`src/rtl/mintrk_pkg.sv`:
```
// Shared definitions for the running-minimum tracker: word width, default index width, FSM states.
package mintrk_pkg;
    localparam int WORD_W    = 32;
    localparam int IDX_W_DEF = 8;

    typedef enum logic [1:0] {
        IDLE  = 2'd0,
        ACCUM = 2'd1,
        HOLD  = 2'd2
    } state_t;
endpackage

```
`src/rtl/cmp_u32_lt.sv`:
```
// Purely combinational unsigned 32-bit less-than comparator.
module cmp_u32_lt (
    input  logic [31:0] a,
    input  logic [31:0] b,
    output logic        lt
);
    assign lt = (a < b);
endmodule

```
`src/rtl/running_min_tracker.sv`:
```
// Streaming frame minimum tracker with saturating beat counter and overflow flag.
// Define MINTRK_ARGMIN_EN to add the first-occurrence index register and out_idx port.
module running_min_tracker
    import mintrk_pkg::*;
#(
    parameter int IDX_W = IDX_W_DEF
) (
    input  logic              clk,
    input  logic              rst,
    input  logic              in_valid,
    output logic              in_ready,
    input  logic [WORD_W-1:0] in_data,
    input  logic              in_last,
    output logic              out_valid,
    input  logic              out_ready,
    output logic [WORD_W-1:0] out_min,
`ifdef MINTRK_ARGMIN_EN
    output logic [IDX_W-1:0]  out_idx,
`endif
    output logic              out_ovf
);
    localparam logic [IDX_W-1:0] CNT_MAX = '1;

    state_t            state;
    logic [WORD_W-1:0] min_q, nmin;
    logic [IDX_W-1:0]  cnt, ncnt;
    logic              ovf_q, novf;
    logic              lt, take, sat;
`ifdef MINTRK_ARGMIN_EN
    logic [IDX_W-1:0]  idx_q, nidx;
`endif

    cmp_u32_lt u_cmp (
        .a  (in_data),
        .b  (min_q),
        .lt (lt)
    );

    // Candidate next values for an accepted beat; strict compare keeps the earliest index on ties.
    always_comb begin
        take = in_valid && in_ready;
        sat  = (cnt == CNT_MAX);
        if (state == IDLE) begin
            nmin = in_data;
            ncnt = IDX_W'(1);
            novf = 1'b0;
`ifdef MINTRK_ARGMIN_EN
            nidx = '0;
`endif
        end else begin
            nmin = lt ? in_data : min_q;
            ncnt = sat ? cnt : cnt + 1'b1;
            novf = ovf_q | sat;
`ifdef MINTRK_ARGMIN_EN
            nidx = lt ? cnt : idx_q;
`endif
        end
    end

    always_ff @(posedge clk) begin
        if (rst) begin
            state     <= IDLE;
            in_ready  <= 1'b1;
            out_valid <= 1'b0;
            out_min   <= '0;
            out_ovf   <= 1'b0;
            min_q     <= '0;
            cnt       <= '0;
            ovf_q     <= 1'b0;
`ifdef MINTRK_ARGMIN_EN
            idx_q     <= '0;
            out_idx   <= '0;
`endif
        end else begin
            case (state)
                IDLE, ACCUM: begin
                    if (take) begin
                        min_q <= nmin;
                        cnt   <= ncnt;
                        ovf_q <= novf;
`ifdef MINTRK_ARGMIN_EN
                        idx_q <= nidx;
`endif
                        if (in_last) begin
                            // Result registers only update here, so they hold between frames.
                            state     <= HOLD;
                            in_ready  <= 1'b0;
                            out_valid <= 1'b1;
                            out_min   <= nmin;
                            out_ovf   <= novf;
`ifdef MINTRK_ARGMIN_EN
                            out_idx   <= nidx;
`endif
                        end else begin
                            state <= ACCUM;
                        end
                    end
                end
                HOLD: begin
                    if (out_ready) begin
                        state     <= IDLE;
                        in_ready  <= 1'b1;
                        out_valid <= 1'b0;
                    end
                end
                default: begin
                    state     <= IDLE;
                    in_ready  <= 1'b1;
                    out_valid <= 1'b0;
                end
            endcase
        end
    end
endmodule

```
`config.mk`:
```
export PLATFORM = sky130hd
export DESIGN_NAME = running_min_tracker
export DESIGN_NICKNAME = d
export VERILOG_FILES = /design/src/rtl/mintrk_pkg.sv /design/src/rtl/cmp_u32_lt.sv /design/src/rtl/running_min_tracker.sv
export SDC_FILE = /design/constraint.sdc
export NUM_CORES = 1
export LEC_CHECK = 0
export CAP_MARGIN = 10
export CORE_MARGIN = 10
export CORE_UTILIZATION = 40
export DETAILED_ROUTE_END_ITERATION = 10
export SYNTH_ARGS = -nofsm -noshare
export SYNTH_HDL_FRONTEND = slang
export SYNTH_SLANG_ARGS = --single-unit
export TNS_END_PERCENT = 20
```
`constraint.sdc`:
```
create_clock -name clk -period 6 [get_ports clk]
set_input_delay 1.2 -clock clk [delete_from_list [all_inputs] [get_ports clk]]
set_output_delay 1.2 -clock clk [all_outputs]
set_load 0.005 [all_outputs]
```
==> key figures, run 1 <==
Outcome
  – Status: finished clean

Critical path
  – Critical path type: in -> reg
  – Register-to-register path setup slack: 3.19 ns
  – Maximum net fanout on the critical path: 32
  – Nature of the critical path startpoint: primary input
  – Critical Path End Type: flop
  – Critical path data required time: 6.26 ns
  – Arrival @ worst endpoint: 4.01 ns

Global route
  – Wire length of the first global-routing pass: 15700 µm
  – GRT Max-Usage Layer: met2
  – Met1 layer usage reported by global route: 0.159
  – Via count of the first global-routing pass: 3294
  – Number of antenna violations at the first check in global routing: 0
  – Largest net degree at the start of global routing: 106
  – Met2 track demand over resource in global routing: 0.200
  – GR Overflow Total: 0
  – Global-route track usage on met3: 0.0321
  – Total Routing Usage GR: 0.127

Placed design
  – Worst slack at placement: 1.87 ns
  – Routability-driven placement congestion ratio: 0.766
  – Estimated wirelength of the detail-placed design: 6540 µm
  – Post-Place Cells: 649
  – Port Buffer Count: 71

Layout
  – Area of all sequential standard cells: 1560 µm²
  – Area taken by multi-input logic gates: 2410 µm²
  – Final Net Count: 594
  – Fraction of layout cells with a size suffix above 1: 0.0492
  – Final cell count without fillers: 664
  – Ant. Diodes: 0
  – Fillers: 983
  – Area growth from synthesis to layout: 22.6%

Synthesis
  – Yosys top cell area share: 0.369
  – Seq cells post-synth: 78
  – Post-Synthesis Mean Instance Area: 9.10 µm²
  – Top cell type by total area after synthesis: dfxtp_1
  – Number of unique standard cell types used by synthesis: 35
  – Synthesized Nets: 534
  – Sequential cell area fraction in the yosys report: 0.369
  – Most area-consuming cells after synthesis: dfxtp_1, mux2i_1, nand2b_1, ha_1, a211oi_1
  – Number of instances in the synthesized netlist: 465
  – Netlist area before placement: 4230 µm²
  – Number of warnings issued by yosys: 0

Flow run
  – Max capacitance violation total: 0

Timing
  – Worst setup margin: 2.25 ns
  – Maximum clock skew at final layout: 0.0121 ns
  – Setup tns final: 0 ns
  – Setup repair after global routing missed its margin: no
  – Shortest clock period the worst path allows after layout: 3.75 ns
  – Setup violations, final: 0
  – Fmax achieved: 0.267 GHz
  – Hold Vio Cnt, Final: 0
  – Tcrit/Tclk final: 0.625
  – Final number of max-transition violations: 0
  – Slew at the pin with the worst max-slew slack: 1.05 ns
  – Normalized max-slew margin: 0.300

Pwr
  – Worst IR drop on VDD: 129 µV
  – Int Power: 0.000889 W
  – Design Power: 0.00124 W
  – Switching share of power: 0.281
  – Switch Pwr: 0.000348 W
  – Power density cells: 238 nW/µm²
  – Combinational fraction of design power: 0.228
  – Part of the total power dissipated in sequential elements: 0.471
  – Lkg Pwr: 2.08 nW
  – Clock network fraction of total power: 0.301

Detailed routing
  – Total vias in the final route: 3307
  – TritonRoute pass-1 iters: 4
  – Number of DRC violations after detailed-routing iteration 0: 120
  – Routed Wire Length: 9260 µm
  – Final antenna-violating net count: 0
  – Average vias per placed instance: 4.98
  – Residual DRC: 0
  – Average routed wire per standard cell: 13.9 µm

Clocking
  – TritonCTS clock tree: done
  – Number of buffers between clock root and the deepest sink: 2
  – Clock transition time at the flip-flop clock pins of the worst setup and hold paths: 0.07 ns
  – PostCTS Resize Cnt: 0
  – CTS sink count: 78
  – Total of hold buffers inserted after clock tree synthesis: 0
  – # Post-CTS Setup Buffers: 0
  – Insertion delay to the later sink of the worst-skew pair: 0.35 ns
  – Inserted Clock Buffers: 9
  – Root cell of the clock tree: clkbuf_8
  – Number of H-tree branching levels: 3

Floorplan
  – Placement Rows: 37
  – Vertical extent of the die: 123 µm
  – Area of the die: 15100 µm²
  – Die width: 123 µm
  – Placeable core region: 10300 µm²
  – Boundary pin count: 72
  – Starting utilization of the core area: 0.410

Hold path
  – Worst hold path class: reg -> reg
registers in the layout, indices dropped and copies added, names as in the netlist:
| register | cells |
|---|---|
| in_ready | 1 |
| out_min | 32 |
| cnt | 8 |
| ovf_q | 1 |
| state | 2 |
| min_q | 32 |
| out_valid | 1 |
| out_ovf | 1 |
cells in the mapped netlist, drive strengths merged:
library cell and n:
dfxtp 78, nand2b 67, mux2i 64, nor2 46
a211oi 34, inv 33, ha 32, a21oi 22
clkbuf 18, nand2 17, o21ai 12, buf 7
nand4 7, xor2 4, nor3 3, and2 2
nand3 2, nand3b 2, or3 2, a211o 1
a21boi 1, a22oi 1, a31o 1, a31oi 1
and3 1, and4 1, nor2b 1, nor4 1
o211ai 1, o21a 1, o221a 1, o41ai 1
cell type report:
| class | instances | share of cell area |
|---|---|---|
| multi-input combinational | 329 | 0.465 |
| inverter | 33 | 0.0239 |
| sequential | 78 | 0.301 |
| timing repair buffer | 74 | 0.143 |
| tap | 136 | 0.0328 |
| clock buffer | 9 | 0.0239 |
| clock inverter | 5 | 0.0101 |
worst paths after layout:
check               from  endpoint  depth (start not counted)
max          in_data[13]  min_q[2]                          9
min              out_ovf   out_ovf                          2
max reg2reg    min_q[11]  min_q[2]                          9
min reg2reg      out_ovf   out_ovf                          2
cells in the final DEF (no fill, tap or decap), types with 3 or more instances in the layout:
| cell type | count |
|---|---|
| mux2i_1 | 64 |
| nor2_1 | 45 |
| nand2b_1 | 67 |
| ha_1 | 32 |
| clkbuf_8 | 9 |
| clkdlybuf4s50_1 | 70 |
| inv_1 | 33 |
| clkinv_2 | 3 |
| xor2_1 | 4 |
| a211oi_1 | 34 |
| nand4_1 | 7 |
| nand2_1 | 17 |
| o21ai_0 | 11 |
| a21oi_1 | 22 |
| nor3_1 | 3 |
| dfxtp_1 | 78 |
worst max-delay path, stage by stage:
cell             delay [ns]
clkdlybuf4s50_1        0.46
ha_1                   0.33
a21oi_1                0.16
o21ai_0                0.11
a21oi_1                0.27
o41ai_4                0.16
a31oi_4                0.18
and2_2                 0.87
mux2i_1                0.28
metrics by stage:
step	util	area, µm²	hold WS (ns)
detailed placement	0.483	4990	0.452
CTS	0.500	5160	0.467
floorplan	-	4230	0.453
global route	0.502	5180	0.498
global placement	0.483	4990	0.454
finish	0.502	5180	0.462
power by group through the flow:
stage	Clock, W	Sequential [W]	Combinational [W]
after floorplan	0	0.000591	0.000185
after global placement	0	0.000593	0.000279
after detailed placement	0	0.000594	0.000284
after CTS	0.000389	0.000583	0.000286
after global routing	0.000407	0.000588	0.000321
final	0.000372	0.000582	0.000282
logic make-up after synthesis:
| family | synth area share |
|---|---|
| muxes | 0.151 |
| xor gates and xnor gates | 0.00828 |
| AOI/OAI and AO/OA | 0.126 |
| DFF | 0.369 |
| adders and majority gates | 0.0946 |
| buffers and inverters | 0.0612 |
| and+or+nand+nor | 0.189 |
per-layer routing:
layer / routed length (µm) / vias up
met1: 4460 / 1504
met3: 514 / 14
li1: - / 1725
met2: 4120 / 64
met5: 0 / -
met4: 172 / 0
No activity file was read; power rests on OpenSTA's default activity.
==> inputs of run 2 (changes only) <==
--- a/config.mk
+++ b/config.mk
@@ -9,6 +9,7 @@
 export CORE_MARGIN = 10
 export CORE_UTILIZATION = 40
 export DETAILED_ROUTE_END_ITERATION = 10
+export PLACE_DENSITY = 0.65
 export SYNTH_ARGS = -nofsm -noshare
 export SYNTH_HDL_FRONTEND = slang
 export SYNTH_SLANG_ARGS = --single-unit
==> constraint.sdc (replaced) <==
create_clock -name clk -period 3.06 [get_ports clk]
set_input_delay 0.612 -clock clk [delete_from_list [all_inputs] [get_ports clk]]
set_output_delay 0.612 -clock clk [all_outputs]
set_load 0.005 [all_outputs]
==> key figures, run 2 (synthesized netlist as in run 1, its figures left out) <==
Outcome
  – Status: finished clean

Layout
  – Ant. Diodes: 0 (unchanged)
  – Largest registers: min_q (32), out_min (32), cnt (8)
  – Fraction of layout cells with a size suffix above 1: 0.0738 (+0.0246)
  – Area taken by multi-input logic gates: 2410 µm² (unchanged)
  – Final cell count without fillers: 678 (+2.1%)
  – Area growth from synthesis to layout: 26.7%
  – Commonest non-fill, non-tap cells in the layout: dfxtp_1, clkdlybuf4s50_1, nand2b_1, mux2i_1, nor2_1
  – Fillers: 948 (-3.6%)
  – Most common cell after layout, fill and taps aside: dfxtp_1
  – Final Net Count: 606 (+2.0%)
  – Area of all sequential standard cells: 1560 µm² (unchanged)

Pwr
  – Power density cells: 483 nW/µm² (+100%)
  – Clock network fraction of total power: 0.336 (+0.035)
  – Switching share of power: 0.275 (-0.00659)
  – Combinational fraction of design power: 0.224 (-0.004)
  – Lkg Pwr: 2.17 nW (+4.3%)
  – Worst IR drop on VDD: 183 µV (+42%)
  – Switch Pwr: 0.000711 W (+100%)
  – Part of the total power dissipated in sequential elements: 0.441 (-0.030)
  – Int Power: 0.00188 W (+110%)
  – Design Power: 0.00259 W (+110%)

Clocking
  – PostCTS Resize Cnt: 0 (unchanged)
  – Clock transition time at the flip-flop clock pins of the worst setup and hold paths: 0.09 ns (+0.02 ns)
  – CTS sink count: 78 (unchanged)
  – Insertion delay to the later sink of the worst-skew pair: 0.34 ns (about the same)
  – # Post-CTS Setup Buffers: 0 (unchanged)
  – Inserted Clock Buffers: 9 (unchanged)
  – Total of hold buffers inserted after clock tree synthesis: 0 (unchanged)
  – Number of H-tree branching levels: 3 (unchanged)
  – Number of buffers between clock root and the deepest sink: 2 (unchanged)
  – TritonCTS clock tree: done
  – Root cell of the clock tree: clkbuf_8

Critical path
  – Critical path data required time: 3.33 ns (-2.93 ns)
  – CP Cell Sequence: clkdlybuf4s50_1 > ha_1 > a21oi_1 > o21ai_0 > a21oi_1 > o41ai_4 > a31oi_4 > and2_2 > buf_12 > mux2i_1
  – Nature of the critical path startpoint: primary input
  – Critical Path End Type: flop
  – Register-to-register path setup slack: 0.68 ns (-2.51 ns)
  – Critical path type: in -> reg
  – Cell mode on critical path: a21oi_1
  – Arrival @ worst endpoint: 2.99 ns (-1.02 ns)
  – CP max stage delay: 0.45 ns (-0.42 ns)
  – Cell with the largest stage delay on the worst path: clkdlybuf4s50_1
  – Maximum net fanout on the critical path: 18 (-44%)

Timing
  – Final number of max-transition violations: 0 (unchanged)
  – Setup repair after global routing missed its margin: no
  – Worst hold margin: 0.485 ns (+0.0237 ns)
  – Slew at the pin with the worst max-slew slack: 0.698 ns (-0.352 ns)
  – Tcrit/Tclk final: 0.889
  – Fmax achieved: 0.368 GHz
  – Shortest clock period the worst path allows after layout: 2.72 ns
  – Normalized max-slew margin: 0.535 (+0.234)
  – Hold Vio Cnt, Final: 0 (unchanged)
  – Setup violations, final: 0 (unchanged)
  – Setup tns final: 0 ns (unchanged)
  – Maximum clock skew at final layout: 0.00949 ns (-0.00262 ns)

Floorplan
  – Boundary pin count: 72 (unchanged)
  – Area of the die: 15100 µm² (unchanged)
  – Vertical extent of the die: 123 µm (unchanged)
  – Placement Rows: 37 (unchanged)
  – Die width: 123 µm (unchanged)
  – Starting utilization of the core area: 0.410 (unchanged)
  – Placeable core region: 10300 µm² (unchanged)

Detailed routing
  – Average routed wire per standard cell: 13.7 µm (-1.6%)
  – Routed Wire Length: 9300 µm (+0.44%)
  – TritonRoute pass-1 iters: 4 (unchanged)
  – Number of DRC violations after detailed-routing iteration 0: 158 (+32%)
  – Final antenna-violating net count: 0 (unchanged)
  – Average vias per placed instance: 4.90 (-1.5%)
  – Residual DRC: 0 (unchanged)
  – Total vias in the final route: 3325 (+0.54%)

Global route
  – GR Overflow Total: 0 (unchanged)
  – Largest net degree at the start of global routing: 44 (-58%)
  – Via count of the first global-routing pass: 3350 (+1.7%)
  – Wire length of the first global-routing pass: 15700 µm (-0.13%)
  – Total Routing Usage GR: 0.128 (+0.000454)
  – Number of antenna violations at the first check in global routing: 0 (unchanged)

Hold path
  – Worst hold path class: reg -> reg

Placed design
  – Post-Place Cells: 662 (+2.0%)
  – Port Buffer Count: 71 (unchanged)
  – Routability-driven placement congestion ratio: 0.785 (+2.5%)
  – Estimated wirelength of the detail-placed design: 6870 µm (+5.1%)

Flow run
  – Max capacitance violation total: 0 (unchanged)
## run 2: changes by cell type in the layout (fill, tap and decap cells not counted)
cell | previous run | this run
buf_4 | 2 | 11
buf_12 | 1 | 4
bufinv_16 | 1 | 2
clkbuf_8 | 9 | 10
clkinv_2 | 3 | 2
clkinvlp_4 | 1 | 2
## run 2: per-stage QoR
step | util | cell area, µm² | setup slack, ns
final | 0.519 | 5360 | 0.340
after floorplan | - | 4230 | 0.628
after global placement | 0.498 | 5140 | 0.0579
after global routing | 0.519 | 5360 | 0.140
after CTS | 0.519 | 5360 | 0.340
after detailed placement | 0.498 | 5140 | 0.000306
## run 2: cell type report
cell class	count	area share
Clock buffer	10	0.0257
Clock inverter	6	0.0159
Inverter	33	0.0231
Multi-Input combinational cell	329	0.450
Sequential cell	78	0.291
Tap cell	136	0.0318
Timing Repair Buffer	86	0.162
## run 2: routing by layer
| layer | track usage | share of wire | vias to the layer above |
|---|---|---|---|
| met5 | 0 | 0 | - |
| met4 | 0.0501 | 0.011 | 0 |
| met3 | 0.0354 | 0.057 | 7 |
| met2 | 0.204 | 0.46 | 52 |
| met1 | 0.159 | 0.47 | 1518 |
| li1 | - | - | 1748 |
## run 2: critical path, delay by kind of cell
kind	cells	cell delay (ns)
and+or+nand+nor	1	0.25
adders and majority gates	1	0.32
buffers and inverters	2	0.64
AOI/OAI and AO/OA	5	0.93
muxes	1	0.22
## run 2: path summary, 6_finish.rpt
| check | from | endpoint | cells past startpoint |
|---|---|---|---|
| worst max-delay path | in_data[11] | min_q[15] | 10 |
| worst min-delay path | ovf_q | ovf_q | 2 |
| worst min register to register | ovf_q | ovf_q | 2 |
| worst max register to register | min_q[13] | min_q[15] | 10 |
## run 2: power by group through the flow
| stage | clock network (W) | registers, W | logic (W) |
|---|---|---|---|
| after floorplan | 0 | 0.00116 | 0.000363 |
| after global placement | 0 | 0.00116 | 0.000576 |
| after detailed placement | 0 | 0.00117 | 0.000586 |
| after CTS | 0.000889 | 0.00114 | 0.000590 |
| after global routing | 0.000941 | 0.00115 | 0.000652 |
| final | 0.000869 | 0.00114 | 0.000580 |
==> inputs of run 3 (changes only) <==
--- a/config.mk
+++ b/config.mk
@@ -9,6 +9,7 @@
 export CORE_MARGIN = 10
 export CORE_UTILIZATION = 40
 export DETAILED_ROUTE_END_ITERATION = 10
+export GPL_TIMING_DRIVEN = 1
 export PLACE_DENSITY = 0.65
 export SYNTH_ARGS = -nofsm -noshare
 export SYNTH_HDL_FRONTEND = slang
==> constraint.sdc (replaced) <==
create_clock -name clk -period 3.06 [get_ports clk]
set_input_delay 0.612 -clock clk [delete_from_list [all_inputs] [get_ports clk]]
set_output_delay 0.612 -clock clk [all_outputs]
set_load 0.01 [all_outputs]
==> results of run 3 <==
Same layout as run 2 (identical final DEF). Status: finished clean.
Main changes from that run: total power 0.00259 W -> 0.00260 W; worst IR drop on VDD 183 µV -> 184 µV
